[config.mk]
export PLATFORM = sky130hd
export DESIGN_NAME = mu_arbiter_flat
export DESIGN_NICKNAME = d
export VERILOG_FILES = /design/src/rtl/mu_port_if.sv /design/src/rtl/mu_arbiter.sv /design/src/flat_wrapper.sv
export SDC_FILE = /design/constraint.sdc
export NUM_CORES = 1
export LEC_CHECK = 0
export ABC_CLOCK_PERIOD_IN_PS = 9950
export CAP_MARGIN = 0
export CORE_MARGIN = 4
export CORE_UTILIZATION = 50
export DETAILED_ROUTE_END_ITERATION = 8
export DONT_BUFFER_PORTS = 1
export GPL_ROUTABILITY_DRIVEN = 0
export PLACE_DENSITY = 0.75
export SLEW_MARGIN = 20
export SYNTH_ARGS = -nofsm -noshare
export SYNTH_HDL_FRONTEND = slang
export SYNTH_SLANG_ARGS = --single-unit
[constraint.sdc]
create_clock -name clk -period 9.95 [get_ports clk]
set_clock_uncertainty 0.15 [all_clocks]
set_input_delay 1.99 -clock clk [delete_from_list [all_inputs] [get_ports clk]]
set_output_delay 1.99 -clock clk [all_outputs]
set_load 0.005 [all_outputs]
[src/rtl/mu_port_if.sv]
// MemoryUnit-style request port: address/data/we/start in, busy/q back.
// One instance per master plus one toward the MemoryUnit itself.
interface mu_port_if #(
    parameter int ADDR_W = 27,
    parameter int DATA_W = 32
);
    logic [ADDR_W-1:0] address;
    logic [DATA_W-1:0] data;
    logic              we;
    logic              start;
    logic              busy;
    logic [DATA_W-1:0] q;

    modport master (
        output address, data, we, start,
        input  busy, q
    );

    modport slave (
        input  address, data, we, start,
        output busy, q
    );
endinterface

[src/rtl/mu_arbiter.sv]
// Two-master arbiter sharing one MemoryUnit request port.
// Requests are latched, arbitrated, sequenced through start/busy, q returned.
module mu_arbiter #(
    parameter int ADDR_W      = 27,
    parameter int DATA_W      = 32,
    parameter bit ROUND_ROBIN = 1'b1
) (
    input logic       clk,
    input logic       reset,
    mu_port_if.slave  m0,
    mu_port_if.slave  m1,
    mu_port_if.master mu
);
    localparam logic [1:0] IDLE  = 2'd0;
    localparam logic [1:0] ISSUE = 2'd1;
    localparam logic [1:0] WAIT  = 2'd2;

    logic [1:0]        state;
    logic [1:0]        pend;
    logic              owner;
    logic              last_grant;
    logic              win;
    logic [ADDR_W-1:0] req_addr [2];
    logic [DATA_W-1:0] req_data [2];
    logic [1:0]        req_we;
    logic [1:0]        start_v;
    logic [1:0]        busy_v;
    logic [1:0]        take;
    logic [ADDR_W-1:0] in_addr [2];
    logic [DATA_W-1:0] in_data [2];
    logic [1:0]        in_we;
    logic [ADDR_W-1:0] addr_q;
    logic [DATA_W-1:0] data_q;
    logic              we_q;
    logic              start_q;
    logic [DATA_W-1:0] q0;
    logic [DATA_W-1:0] q1;

    assign start_v    = {m1.start, m0.start};
    assign in_addr[0] = m0.address;
    assign in_addr[1] = m1.address;
    assign in_data[0] = m0.data;
    assign in_data[1] = m1.data;
    assign in_we      = {m1.we, m0.we};

    // Busy covers both the queued and the in-service phase of a request.
    assign busy_v[0] = pend[0] | ((state != IDLE) & ~owner);
    assign busy_v[1] = pend[1] | ((state != IDLE) & owner);
    assign take      = start_v & ~busy_v;

    always_comb begin
        win = 1'b0;
        unique case (1'b1)
            pend == 2'b11: win = ROUND_ROBIN ? ~last_grant : 1'b0;
            pend == 2'b10: win = 1'b1;
            default:       win = 1'b0;
        endcase
    end

    always_ff @(posedge clk or posedge reset) begin
        if (reset) begin
            state      <= IDLE;
            pend       <= '0;
            owner      <= 1'b0;
            last_grant <= 1'b1;
            req_we     <= '0;
            for (int i = 0; i < 2; i++) begin
                req_addr[i] <= '0;
                req_data[i] <= '0;
            end
            addr_q  <= '0;
            data_q  <= '0;
            we_q    <= 1'b0;
            start_q <= 1'b0;
            q0      <= '0;
            q1      <= '0;
        end else begin
            for (int i = 0; i < 2; i++) begin
                if (take[i]) begin
                    req_addr[i] <= in_addr[i];
                    req_data[i] <= in_data[i];
                    req_we[i]   <= in_we[i];
                    pend[i]     <= 1'b1;
                end
            end
            unique case (state)
                IDLE: begin
                    if (|pend) begin
                        addr_q     <= req_addr[win];
                        data_q     <= req_data[win];
                        we_q       <= req_we[win];
                        start_q    <= 1'b1;
                        owner      <= win;
                        last_grant <= win;
                        pend[win]  <= 1'b0;
                        state      <= ISSUE;
                    end
                end
                ISSUE: begin
                    if (mu.busy) begin
                        start_q <= 1'b0;
                        state   <= WAIT;
                    end
                end
                WAIT: begin
                    if (!mu.busy) begin
                        if (owner) q1 <= mu.q;
                        else       q0 <= mu.q;
                        state <= IDLE;
                    end
                end
                default: state <= IDLE;
            endcase
        end
    end

    assign mu.address = addr_q;
    assign mu.data    = data_q;
    assign mu.we      = we_q;
    assign mu.start   = start_q;
    assign m0.busy    = busy_v[0];
    assign m1.busy    = busy_v[1];
    assign m0.q       = q0;
    assign m1.q       = q1;
endmodule

[src/flat_wrapper.sv]
// flat-port wrapper written by rule: the top's interface ports become plain ports
module mu_arbiter_flat 
#(
    parameter int ADDR_W      = 27,
    parameter int DATA_W      = 32,
    parameter bit ROUND_ROBIN = 1'b1
)
  (clk, reset, m0_address, m0_data, m0_we, m0_start, m0_busy, m0_q, m1_address, m1_data, m1_we, m1_start, m1_busy, m1_q, mu_address, mu_data, mu_we, mu_start, mu_busy, mu_q);
  mu_port_if #(.ADDR_W(ADDR_W), .DATA_W(DATA_W)) m0_i ();
  mu_port_if #(.ADDR_W(ADDR_W), .DATA_W(DATA_W)) m1_i ();
  mu_port_if #(.ADDR_W(ADDR_W), .DATA_W(DATA_W)) mu_i ();
  input logic clk;
  input logic reset;
  input wire logic [$bits(m0_i.address)-1:0] m0_address;
  input wire logic [$bits(m0_i.data)-1:0] m0_data;
  input wire logic [$bits(m0_i.we)-1:0] m0_we;
  input wire logic [$bits(m0_i.start)-1:0] m0_start;
  output wire logic [$bits(m0_i.busy)-1:0] m0_busy;
  output wire logic [$bits(m0_i.q)-1:0] m0_q;
  input wire logic [$bits(m1_i.address)-1:0] m1_address;
  input wire logic [$bits(m1_i.data)-1:0] m1_data;
  input wire logic [$bits(m1_i.we)-1:0] m1_we;
  input wire logic [$bits(m1_i.start)-1:0] m1_start;
  output wire logic [$bits(m1_i.busy)-1:0] m1_busy;
  output wire logic [$bits(m1_i.q)-1:0] m1_q;
  output wire logic [$bits(mu_i.address)-1:0] mu_address;
  output wire logic [$bits(mu_i.data)-1:0] mu_data;
  output wire logic [$bits(mu_i.we)-1:0] mu_we;
  output wire logic [$bits(mu_i.start)-1:0] mu_start;
  input wire logic [$bits(mu_i.busy)-1:0] mu_busy;
  input wire logic [$bits(mu_i.q)-1:0] mu_q;
  assign m0_i.address = m0_address;
  assign m0_i.data = m0_data;
  assign m0_i.we = m0_we;
  assign m0_i.start = m0_start;
  assign m0_busy = m0_i.busy;
  assign m0_q = m0_i.q;
  assign m1_i.address = m1_address;
  assign m1_i.data = m1_data;
  assign m1_i.we = m1_we;
  assign m1_i.start = m1_start;
  assign m1_busy = m1_i.busy;
  assign m1_q = m1_i.q;
  assign mu_address = mu_i.address;
  assign mu_data = mu_i.data;
  assign mu_we = mu_i.we;
  assign mu_start = mu_i.start;
  assign mu_i.busy = mu_busy;
  assign mu_i.q = mu_q;
  mu_arbiter #(.ADDR_W(ADDR_W), .DATA_W(DATA_W), .ROUND_ROBIN(ROUND_ROBIN)) u_core (.clk(clk), .reset(reset), .m0(m0_i), .m1(m1_i), .mu(mu_i));
endmodule
Yosys cells after proc, flatten, opt, wreduce, memory -nomap -nowiden
Cells that the tools add are included.
W data, S select, Z words.

operators by class
  order comparisons = 3
  equal/unequal tests = 7
  muxes and demuxes = 22
  bitwise logic cells = 12
  reduce and logical (&&, ||, !) cells = 10

operator list
  kind                  count
  $mux W32              3
  $mux W27              3
  $reduce_and A3 Y1     4
  $mux W2               5
  $mux W1               7
  $eq A2 B2 Y1 const B  3
  $pmux W2 S3           1
  $and A2 B2 Y2         2
  $ne A2 B2 Y1 const B  2
  $not A2 Y2            2
  $pmux W1 S2           2
  $reduce_bool A2 Y1    2
  $not A1 Y1            3
  $and A1 B1 Y1         2
  $eq A2 B1 Y1 const B  1
  $ge A2 B2 Y1 const B  1
  $logic_not A2 Y1      1
  $lt A1 B2 Y1 const B  1
  $ne A2 B1 Y1 const B  1
  $not A1 Y2            1
  $or A1 B1 Y1          2
  $reduce_and A2 Y1     1
  $reduce_or A2 Y1      1
  $demux W1 S1          1
  other kinds (2)       2

word-level totals
  register bits after elaboration = 251
  input bits = 157
  output and inout bits = 127
  logic and storage cells = 70

Logic depth before layout (Yosys ltp)
  depth in word-level cells = 10
  depth in mapped cells = 6
  gate-level depth less buffers = 3

Worst setup path after synthesis
No wires, ideal clock.

  path type = register to output
  start point = register u_core.state[0]
  end point = output port m0_busy
  arrival time = 1100 ps
  data required time = 7810 ps
  slack = 6710 ps
  cell stages (with the launch flop) = 5
  buffers on the path = 2
  path through = dfrtp_1 nor2_1 buf_2 buf_2 o21bai_1

between the ends
  longest elaborated chain between the ends = 3

RTL lines
  what                    line                RTL
  from (decl)             mu_arbiter.sv:18    logic [1:0] state;
  from (signal assigned)  mu_arbiter.sv:62    state <= IDLE;
  from (signal assigned)  mu_arbiter.sv:96    state <= ISSUE;
  from (signal assigned)  mu_arbiter.sv:102   state <= WAIT;
  $reduce_bool A2 Y1      mu_arbiter.sv:47    assign busy_v[0] = pend[0] | ((state != IDLE) & ~owner);
  $and A1 B1 Y1           mu_arbiter.sv:47
  $or A1 B1 Y1            mu_arbiter.sv:47
  to (decl)               flat_wrapper.sv:18  output wire logic [$bits(m0_i.busy)-1:0] m0_busy;

No other way between the ends.

Final worst setup path
  start point = register u_core.owner
  end point = output port m1_busy

between the ends
  longest elaborated chain between the ends = 2

RTL lines
  what                    line                RTL
  from (decl)             mu_arbiter.sv:20    logic owner;
  from (signal assigned)  mu_arbiter.sv:93    owner <= win;
  $and A1 B1 Y1           mu_arbiter.sv:48    assign busy_v[1] = pend[1] | ((state != IDLE) & owner);
  $or A1 B1 Y1            mu_arbiter.sv:48
  to (decl)               flat_wrapper.sv:24  output wire logic [$bits(m1_i.busy)-1:0] m1_busy;

No other way between the ends.

==> results.yml <==
setup_path:
  r2r_slack_ns: 7.08
  worstSetupStartpointType: "flip-flop"
  critPathTopFamily: "flip-flops"
  max_stage_delay_ns: 0.56
  cp_max_fo: 6
  cp.arrival_ns: 1.44
  end_kind: "primary output"
  critPathKind: "reg -> out"
  rr_worst_depth: 5
  slowest_stage: "dfrtp_1"
  r2r-start: "u_core.state[0]$_DFFE_PP0P_"
  crit_chain: "o21ai_1, nand2b_1"
  critPathBufInv: 0
  reg2reg_to: "u_core.mu.data[9]$_DFFE_PP0P_"
  required_ns: 7.81
placement:
  portBuffers: 0
  hpwl_um: 16000
routing:
  wire_per_inst_um: 22.8
  wl_um: 23500
  drtIter0Drc: 271
  vias_per_cell: 5.83
  drc_errors: 0
  drt_first_pass_iters: 4
  route.vias.total: 6006
  drtAntennaViolNets: 0
yosys:
  ys_top_cells_by_area: "dfrtp_1 63%, mux2_2 21%, nand2_1 4.6%, a31oi_1 3.8%, a21oi_1 3.2%"
  synth_enable_flop_cells: 0
  synth-simple-area-share_pct: 5.41
  synthAdderAreaFrac_pct: 0
  synth_seq_cells: 251
  synth_top_family_by_area: "multiplexers"
  synth_area_per_cell_um2: 13.2
  synthesis.nets: 914
  yosysUniqueCellTypes: 29
  synth_largest_area_cell: "dfrtp_1"
  synth_mux_area_share_pct: 20.8
  synthCells: 757
  yosysSeqAreaShare_pct: 63.0
  synth-compound-area-share_pct: 7.80
  async_flop_share_pct: 100
  yosys_warnings: 0
  synthFlopType: "dfrtp_1"
  synth_xor_area_share_pct: 0
  synth.cell_area_um2: 9970
  synth_top_area_share_pct: 62.8
timing:
  finalHoldViolCount: 0
  fin_setup_tns_ns: 0
  timing.fmax_mhz: 280
  worst_slew_margin_rel_pct: 42.6
  drv_slew: 0
  setup_viol: 0
  tightest_slew_ns: 0.861
  rsz0062_at_grt: "no"
  period_share_pct: 35.9
  min_period_ns: 3.58
worst_hold_path:
  hold_end: "u_core.req_data[32]$_DFFE_PP0P_"
  hold_depth: 1
  min_path_type: "reg -> reg"
  worstHoldStart: "u_core.req_data[32]$_DFFE_PP0P_"
clock_tree:
  holdBufCountCts: 0
  clk_pin_slew_worst_paths_ns: 0.06
  htreeDepth: 1
  cts.sinks: 251
  tritoncts: "built"
  clk_latency_ns: 0.52
  post_cts_resized: 0
  cts_buffers: 26
  clockBufferDepth: 3
  cts_root_buffer: "clkbuf_16"
  cts_setup_buffers: 0
final_layout:
  syn_to_final_growth_pct: 11.2
  n_fill_cell: 1584
  drive_gt1_share_pct: 32.5
  nNetsFinal: 903
global_route:
  grt_pass1_vias: 6460
  grt_usage_pct: 20.5
  grt_pass1_wl_um: 36400
  antenna_found_initial: 6
  gr-total-overflow: 0
  grt_max_degree: 106
pwr:
  powerDensity_nw_per_um2: 382
  p_leak_nw: 4.78
  p_total_mw: 4.23
  ir_worst_vdd_v: 0.000217
outcome:
  status: "complete, no violations"
die:
  die_width_um: 149
  io_pins: 284
  core_um2: 19500
  die_y_um: 149
  placementRows: 51
  dieArea_um2: 22300
  start_util_pct: 51.0
flow_run:
  cap_violations: 0
worst register-to-register path: stages (launching register included):
cell	delay, ns
dfrtp_1	0.46
nor2_4	0.14
buf_4	0.63
and2_2	0.66
buf_4	0.49
a31oi_1	0.19
power by group:
part / internal, mW / switching (mW) / total [mW]
Clock: 0.633 / 0.385 / 1.02
Combinational: 0.593 / 0.676 / 1.27
Sequential: 1.55 / 0.390 / 1.94
layout by cell type (no fill, tap or decap), types with 2 or more instances in the layout:
| cell type | n |
|---|---|
| dfrtp_1 | 250 |
| mux2_2 | 182 |
| nand2_1 | 123 |
| a21oi_1 | 64 |
| a31oi_1 | 60 |
| clkbuf_16 | 27 |
| buf_4 | 12 |
| clkinv_2 | 6 |
| clkbuf_8 | 5 |
| clkbuf_1 | 4 |
| bufinv_16 | 4 |
| nand2b_1 | 3 |
| diode_2 | 2 |
| o21ai_0 | 2 |
| nor2b_1 | 2 |
| mux2_1 | 2 |
stage by stage:
| step | worst slack, ns | util, % | area [um^2] | hold slack (ns) | cells |
|---|---|---|---|---|---|
| floorplan | 0.912 | - | 9970 | 0.329 | 757 |
| global placement | 6.33 | 51.9 | 10100 | 0.337 | 982 |
| detailed placement | 6.23 | 51.9 | 10100 | 0.343 | 982 |
| CTS | 6.36 | 56.6 | 11100 | 0.357 | 1028 |
| global route | 6.33 | 56.8 | 11100 | 0.367 | 1030 |
| finish | 6.37 | 56.8 | 11100 | 0.355 | 1031 |
area by class of cell:
class | count | area, um^2 | share of cell area, %
well taps | 265 | 332 | 2.99
clock inverters | 10 | 150 | 1.35
diodes | 2 | 5.00 | 0.0451
flip-flops and latches | 251 | 6280 | 56.7
clock buffers | 36 | 759 | 6.85
repair buffers | 13 | 118 | 1.06
inverters | 2 | 15.0 | 0.135
multi-input cells | 452 | 3420 | 30.9
metal layers:
| metal | part of all wire, % | GRT usage (%) |
|---|---|---|
| met2 | 49 | 35.0 |
| met3 | 13 | 9.15 |
| met4 | 2.6 | 5.40 |
| met1 | 35 | 23.6 |
| met5 | 0.31 | 0 |
state kept, by name, summed over array words and instances (netlist names), 2 cells and up:
signal             cells
u_core.state           2
u_core.mu.address     27
u_core.req_data       64
u_core.req_we          2
u_core.req_addr       54
u_core.m1.q           32
u_core.pend            2
u_core.mu.data        32
u_core.m0.q           32
cell usage after synthesis, types with 2 or more instances:
| library cell | count |
|---|---|
| nand2b_1 | 3 |
| a31oi_1 | 60 |
| mux2_2 | 182 |
| inv_1 | 2 |
| dfrtp_1 | 250 |
| o21ai_0 | 2 |
| buf_2 | 20 |
| a21oi_1 | 64 |
| buf_4 | 6 |
| mux2_1 | 2 |
| buf_6 | 6 |
| nand2_1 | 123 |
| nor2b_1 | 2 |
| clkbuf_1 | 20 |
logic make-up after synthesis:
| family | after synthesis |
|---|---|
| flip-flops | 251 |
| multiplexers | 184 |
| AO/OA/AOI/OAI | 134 |
| AND/OR/NAND/NOR | 134 |
| buffers and inverters | 54 |
worst max-delay path by stage:
stage / start / end / cells after the start
2_1_floorplan: reset / u_core.m0.q[0]$_DFFE_PP0P_ / 1
3_3_place_gp: reset / u_core.m0.q[17]$_DFFE_PP0P_ / 2
3_5_place_dp: reset / u_core.m0.q[1]$_DFFE_PP0P_ / 2
4_1_cts: u_core.owner$_DFFE_PP0P_ / m1_busy / 2
5_1_grt: u_core.state[0]$_DFFE_PP0P_ / m1_busy / 2
6_report: u_core.owner$_DFFE_PP0P_ / m1_busy / 2
Power figures use the tool's default switching activity.
==> RTL change (same flow settings) <==
`ROUND_ROBIN` is set to 1'b1 in 2 places; all go to 1'b0.
--- a/src/rtl/mu_arbiter.sv
+++ b/src/rtl/mu_arbiter.sv
@@ -4,5 +4,5 @@
     parameter int ADDR_W      = 27,
     parameter int DATA_W      = 32,
-    parameter bit ROUND_ROBIN = 1'b1
+    parameter bit ROUND_ROBIN = 1'b0
 ) (
     input logic       clk,
--- a/src/flat_wrapper.sv
+++ b/src/flat_wrapper.sv
@@ -4,5 +4,5 @@
     parameter int ADDR_W      = 27,
     parameter int DATA_W      = 32,
-    parameter bit ROUND_ROBIN = 1'b1
+    parameter bit ROUND_ROBIN = 1'b0
 )
   (clk, reset, m0_address, m0_data, m0_we, m0_start, m0_busy, m0_q, m1_address, m1_data, m1_we, m1_start, m1_busy, m1_q, mu_address, mu_data, mu_we, mu_start, mu_busy, mu_q);
Behaviour: same outputs for any inputs over 4 cycles, from zero or initial values and one cycle with reset high; that may be too few to reach the edited logic, so the function may still have changed.
==> RTL change against the original RTL <==
Final area up 5.9%. Largest power group unchanged. Via count down 15%. Utilization down 0.75 points. Synthesized cell count down 19%. Die area up 6.2%. Wire length down 6.4%. Area after synthesis up 6.6%. Worst setup slack worse by 0.021 ns. Sequential cell count down 1. Power up 9.0%. Critical path type unchanged.
==> RTL change: results (changes against the original RTL) <==
[outcome]
status = finished, final reports clean

[global_route]
grt_pass1_wl_um = 34800  ; -4.6%
grtUsageMet1_pct = 21.6  ; -2.0 points
use_met2_pct = 31.4  ; -3.6 points
grt.total_usage_pct = 18.3  ; -2.2 points
grt_pass1_vias = 5979  ; -7.4%
grt_max_degree = 112  ; +5.7%
grtUsageMet3_pct = 7.77  ; -1.4 points
antenna_found_initial = 5  ; -1

[layout]
layout.nonclk_buf_share_pct = 0.512  ; -0.55 points
clock_area_share_pct = 8.52  ; +0.31 points
seq_share_pct = 53.3  ; -3.4 points
seq_cells = 250  ; -0.40%
buffers = 8  ; -5
multi_input_area_share_pct = 34.6  ; +3.7 points
layout-drive-gt1-share_pct = 56.9  ; +24 points
nMultiInputCombCells = 330  ; -27%
nClkBuffers = 32  ; -11%
n_antenna_cell = 1  ; -1
fillers = 1650  ; +4.2%

[drt]
routed_wl_um = 22000  ; -6.4%
drtIter0Drc = 189  ; -30%
vias_per_cell = 5.55  ; -4.6%
routedWlPerCell_um = 24.1  ; +5.5%

[power_and_ir_drop]
irDropWorstVdd_v = 0.000254  ; +17%
p_leak_nw = 5.27  ; +10%

[yosys]
yosysUniqueCellTypes = 23  ; -21%
synthCells = 613  ; -19%
syn_nets = 770  ; -16%
yosysSeqAreaShare_pct = 58.9  ; -4.1 points
ys_top_cells_by_count = dfrtp_1 (250), mux2_2 (180), mux2_4 (120)

[placed_design]
dp_cells = 865  ; -12%
place_ws_ns = 6.27  ; +0.0364 ns
hpwlAfterDp_um = 15100  ; -5.3%

[worst_setup_path]
cp.arrival_ns = 1.46  ; +0.02 ns
reg2regPathDepth = 4  ; -1
max_stage_delay_ns = 0.42  ; -0.14 ns
r2r_end = u_core.mu.data[13]$_DFFE_PP0P_
r2r_slack_ns = 6.95  ; -0.13 ns
crit_start = u_core.state[0]$_DFFE_PP0P_
r2r-start = u_core.pend[1]$_DFF_PP0_
endpoint = m0_busy
path_max_fanout = 5  ; -1

[timing]
slew_headroom_pct = 34.9  ; -7.7 points

[min_path]
holdCritStartpoint = u_core.req_addr[14]$_DFFE_PP0P_
min_to = u_core.req_addr[14]$_DFFE_PP0P_

[clock_tree]
cts_htree_levels = 1  ; unchanged

RTL change: where the power goes:
group | leakage, nW | internal [mW] | switching (mW)
clock network | 0.493 | 0.706 | 0.393
logic | 1.80 | 1.04 | 0.532
registers | 2.98 | 1.55 | 0.393
RTL change: cell families after synthesis:
logic type,synth area share [%]
DFF,58.9
AOI/OAI and AO/OA,0.530
buffers and inverters,3.04
and+or+nand+nor,1.06
muxes,36.5
RTL change: stage by stage:
stage | cell area, sq um | hold slack, ns
CTS | 11700 | 0.357
detailed placement | 10700 | 0.344
global placement | 10700 | 0.337
global route | 11700 | 0.369
floorplan | 10600 | 0.329
finish | 11700 | 0.354
RTL change: layer usage:
| metal | up-vias | routed length, um |
|---|---|---|
| met5 | - | 55 |
| met1 | 2637 | 8160 |
| li1 | 2180 | - |
| met2 | 218 | 11200 |
| met4 | 8 | 375 |
| met3 | 34 | 2260 |
